**src/rtl/apb_master_arbiter.sv**
```systemverilog
// apb_master_arbiter: round-robin two-requester sequencer onto one APB port.
// Define APB_TIMEOUT_EN to abort ACCESS after TIMEOUT_CYCLES of PREADY low.
module apb_master_arbiter #(
  parameter int ADDRWIDTH      = 32,
  parameter int CLK_RATIO      = 2,
  parameter int TIMEOUT_CYCLES = 255
) (
  input  logic                 HCLK,
  input  logic                 HRESET,
  input  logic                 req0_valid,
  input  logic [ADDRWIDTH-1:0] req0_addr,
  input  logic                 req0_write,
  input  logic [31:0]          req0_wdata,
  output logic                 done0,
  output logic [31:0]          rdata0,
  output logic                 err0,
  input  logic                 req1_valid,
  input  logic [ADDRWIDTH-1:0] req1_addr,
  input  logic                 req1_write,
  input  logic [31:0]          req1_wdata,
  output logic                 done1,
  output logic [31:0]          rdata1,
  output logic                 err1,
  output logic [ADDRWIDTH-1:0] PADDR,
  output logic                 PSEL,
  output logic                 PENABLE,
  output logic                 PWRITE,
  output logic [31:0]          PWDATA,
  input  logic [31:0]          PRDATA,
  input  logic                 PREADY,
  input  logic                 PSLVERR
);

  typedef enum logic [1:0] {
    IDLE,
    SETUP,
    ACCESS,
    DONE
  } state_t;

  localparam logic [2:0] RELOAD = 3'(CLK_RATIO - 1);

  state_t     state;
  logic [2:0] pcnt;
  logic       pclken;
  logic       last_grant;
  logic       gnt;
  logic       win;
  logic       tmo;

  assign pclken = (pcnt == 3'd0);

  // both valid: the one not served last; otherwise whoever is valid
  assign win = (req0_valid && req1_valid) ? ~last_grant : req1_valid;

  always_ff @(posedge HCLK) begin
    if (HRESET) pcnt <= 3'd0;
    else if (pclken) pcnt <= RELOAD;
    else pcnt <= pcnt - 3'd1;
  end

`ifdef APB_TIMEOUT_EN
  logic [15:0] tcnt;

  assign tmo = !PREADY &&
               (tcnt == 16'(TIMEOUT_CYCLES - 1));

  always_ff @(posedge HCLK) begin
    if (HRESET) tcnt <= '0;
    else if (state != ACCESS) tcnt <= '0;
    else if (!PREADY) tcnt <= tcnt + 16'd1;
  end
`else
  assign tmo = 1'b0;
`endif

  always_ff @(posedge HCLK) begin
    if (HRESET) begin
      state      <= IDLE;
      last_grant <= 1'b1;
      gnt        <= 1'b0;
      PADDR      <= '0;
      PSEL       <= 1'b0;
      PENABLE    <= 1'b0;
      PWRITE     <= 1'b0;
      PWDATA     <= '0;
      done0      <= 1'b0;
      done1      <= 1'b0;
      rdata0     <= '0;
      rdata1     <= '0;
      err0       <= 1'b0;
      err1       <= 1'b0;
    end else begin
      done0  <= 1'b0;
      done1  <= 1'b0;
      rdata0 <= '0;
      rdata1 <= '0;
      err0   <= 1'b0;
      err1   <= 1'b0;
      unique case (state)
        IDLE: begin
          if (pclken && (req0_valid || req1_valid)) begin
            gnt        <= win;
            last_grant <= win;
            PSEL       <= 1'b1;
            state      <= SETUP;
            if (win) begin
              PADDR  <= {req1_addr[ADDRWIDTH-1:2], 2'b00};
              PWRITE <= req1_write;
              PWDATA <= req1_wdata;
            end else begin
              PADDR  <= {req0_addr[ADDRWIDTH-1:2], 2'b00};
              PWRITE <= req0_write;
              PWDATA <= req0_wdata;
            end
          end
        end
        SETUP: begin
          if (pclken) begin
            PENABLE <= 1'b1;
            state   <= ACCESS;
          end
        end
        ACCESS: begin
          if (pclken && PREADY) begin
            PSEL    <= 1'b0;
            PENABLE <= 1'b0;
            state   <= DONE;
            done0   <= ~gnt;
            done1   <= gnt;
            err0    <= ~gnt & PSLVERR;
            err1    <= gnt & PSLVERR;
            rdata0  <= (!gnt && !PWRITE) ? PRDATA : '0;
            rdata1  <= (gnt && !PWRITE) ? PRDATA : '0;
          end else if (tmo) begin
            PSEL    <= 1'b0;
            PENABLE <= 1'b0;
            state   <= DONE;
            done0   <= ~gnt;
            done1   <= gnt;
            err0    <= ~gnt;
            err1    <= gnt;
          end
        end
        DONE: state <= IDLE;
        default: state <= IDLE;
      endcase
    end
  end

endmodule

```
**config.mk**
```make
export PLATFORM = sky130hd
export DESIGN_NAME = apb_master_arbiter
export DESIGN_NICKNAME = d
export VERILOG_FILES = /design/src/rtl/apb_master_arbiter.sv
export SDC_FILE = /design/constraint.sdc
export NUM_CORES = 1
export LEC_CHECK = 0
export CORE_ASPECT_RATIO = 1.75
export CORE_UTILIZATION = 30
export DETAILED_ROUTE_END_ITERATION = 6
export GPL_ROUTABILITY_DRIVEN = 0
export GPL_TIMING_DRIVEN = 0
export PLACE_DENSITY_LB_ADDON = 0.05
export SLEW_MARGIN = 20
export SYNTH_ARGS = -nofsm -noshare
export SYNTH_HDL_FRONTEND = slang
export SYNTH_SLANG_ARGS = --single-unit
```
**constraint.sdc**
```tcl
create_clock -name HCLK -period 2.38 [get_ports HCLK]
set_input_delay 0.357 -clock HCLK [delete_from_list [all_inputs] [get_ports HCLK]]
set_output_delay 0.357 -clock HCLK [all_outputs]
set_load 0.1 [all_outputs]
```
==> results.ini <==
[outcome]
status=complete, no violations

[cts]
cts_buffers=17
clockBufferDepth=2
clk_pin_slew_ps=60
cts.sinks=140
cts_tree=yes
clock_latency_ps=420
clockRootBuffer=clkbuf_16
cts_setup_buffers=0
h-tree-depth=4

[floorplan]
start_util_pct=30.9
core_um2=17500
num_io_pins=303
die_area_um2=18600
die_y_um=180
die_w_um=104
placementRows=64

[synth]
ys_warn_count=0
postSynthAreaPerCell_um2=9.14
ys_types=25
syn_area_um2=5410
synth_common_cells=dfxtp_1, nor2_1, nand2_1, a311oi_2, nand2b_1
synth_edf_count=0
synth_most_common_cell=dfxtp_1
ys_ff_latch=140
synthFlopType=dfxtp_1
synth_sequential_area_ratio_pct=51.8
syn_inst=592
synth.area.top_cells=dfxtp_1, a311oi_2, nor2_1
yosysTopAreaCell=dfxtp_1
synth_top_cell_area_share_pct=51.8
async_reset_ff_share_pct=0

[layout]
final_nets=1081
syn2layout_area_growth_pct=71.5
fin_util_pct=52.9
drive_gt1_share_pct=11.3

[critical_path]
cp.required_ps=2020
end_kind=output port
critical_path.slowest_cell=clkdlybuf4s50_1
slowest_delay_ps=1160
path_buf_inv=1
cp_max_fo=2
path_cells=clkdlybuf4s50_1
start_kind=flop
worst_ep_arrival_time_ps=1950
path_class=reg -> out
path_delay_family=buffers and inverters
r2r_cells=8
crit_cells=1

[run]
maxCapViolations=0

[global_routing]
gr-total-overflow=0
use_met3_pct=6.53
grt_max_degree=17
top_usage_layer=met2
track_usage_pct=19.7
use_met2_pct=36.5
grt_util_met1_pct=19.7
antenna_found_initial=1
grt_pass1_wl_mm=28.6
grt_pass1_vias=5514

[placed_design]
io_buffers=296
dp.final_hpwl_mm=14.1

[hold_path]
hold_class=reg -> reg
holdPathStages=1

[sta]
skew_ps=7.35
slew_headroom_pct=30.5
final.period_utilization_pct=96.8
fmax_ghz=0.434
drv_slew=0
setup_viol=0
worst_pin_slew_ps=1040
finalSetupTns_ps=0
layout_min_cycle_time_ps=2300
rsz0062_at_grt=no
hold_viol=0

[detailed_routing]
drcViolationCount=0
drtIter0Drc=127
wl_mm=18.1
dr.pass1.iters=6
vias=5349
wl_per_cell_um=15.7
via_per_inst=4.64
drtAntennaViolNets=0

[power]
power.density_nw_per_um2=1210
irDropWorstVdd_mv=0.879
p_leak_nw=3.51

[area by class of cell]
type                    instances  area (um2)
fillers                      1600        8260
diodes                          1        2.50
repair buffers                296        2960
clock inverters                12         160
well taps                     231         289
multi-input cells             397        2320
plain buffers                  47         253
flip-flops and latches        140        2800
clock buffers                  20         447
inverters                       9        33.8
[per-stage QoR]
step                      setup WS, ps  total power [mW]  instances  hold WS (ps)  area (um2)
after CTS                         40.7              11.4       1152           441        9270
final                             76.6              11.2       1153           444        9280
after global placement            97.4              8.55       1120           422        8670
after detailed placement          40.4              8.61       1120           433        8670
after floorplan                    775              7.17        593           408        5410
after global routing              18.4              11.7       1153           473        9280
[placed cells by master, fill, tap and decap left out]
cell type	netlist	routed
a211oi_1	1	1
a21oi_1	7	7
a2bb2oi_1	1	1
a311oi_1	13	13
a311oi_2	50	50
and2_1	1	1
and2b_1	1	1
buf_2	10	10
buf_4	7	7
buf_6	5	5
bufinv_16	0	3
clkbuf_1	25	27
clkbuf_16	0	17
clkbuf_8	0	1
clkdlybuf4s50_1	0	294
clkinv_2	0	1
clkinv_4	0	1
clkinvlp_4	0	4
conb_1	1	2
dfxtp_1	140	140
diode_2	0	1
dlygate4sd2_1	0	1
dlymetal6s2s_1	0	1
ha_1	5	5
inv_1	9	9
inv_6	0	3
mux2i_1	2	2
nand2_1	131	131
nand2b_1	37	37
nand2b_4	1	1
nor2_1	135	135
nor3_1	4	4
nor3b_2	1	1
o21a_1	1	1
o21ai_0	3	3
o22ai_1	1	1
[power by group]
part / internal, mW / switching (mW)
sequential: 2.75 / 0.236
combinational: 1.57 / 3.98
clock: 1.68 / 1.03
[final timing paths]
check                start  slack (ps)          to
setup / recovery  PADDR[4]          80    PADDR[4]
hold / removal     pcnt[0]         440     pcnt[0]
setup reg to reg  state[0]         450  rdata0[17]
hold reg to reg    pcnt[0]         440     pcnt[0]
[worst register-to-register path, cell delays in order (launching register included)]
cell and delay (ps):
dfxtp_1 360, inv_1 70, ha_1 270, nand2_1 110, nor3_1 70, nand2b_1 70
clkbuf_1 270, clkbuf_1 450, nor2_1 130
[metal layers]
layer  part of all wire [%]  vias to the layer above
met3                    7.2                       34
li1                       -                     2596
met4                    2.9                        0
met2                     53                      228
met5                      0                        -
met1                     37                     2491
[what timing repair did]
action	4_1_cts	5_1_grt
resized for setup	1	1
hold buffers	0	0
cloned	0	0
hold endpoints to repair	0	0
pin swaps	0	0
endpoints found under the setup margin	1	1
[logic make-up after synthesis]
logic type	after synthesis	synth area share, %
muxes	2	0.370
adders and majority gates	5	1.16
DFF	140	51.8
buffers and inverters	56	5.30
and+or+nand+nor	311	23.8
AOI/OAI and AO/OA	77	17.5
other	1	0.0693
[flip-flops by register name (all words and copies together) (netlist names)]
signal	flops
PWRITE	1
gnt	1
state	2
done1	1
done0	1
PSEL	1
rdata0	32
PWDATA	32
last_grant	1
PADDR	30
PENABLE	1
pcnt	3
rdata1	32
err0	1
err1	1
No activity file was read; power rests on OpenSTA's default activity.
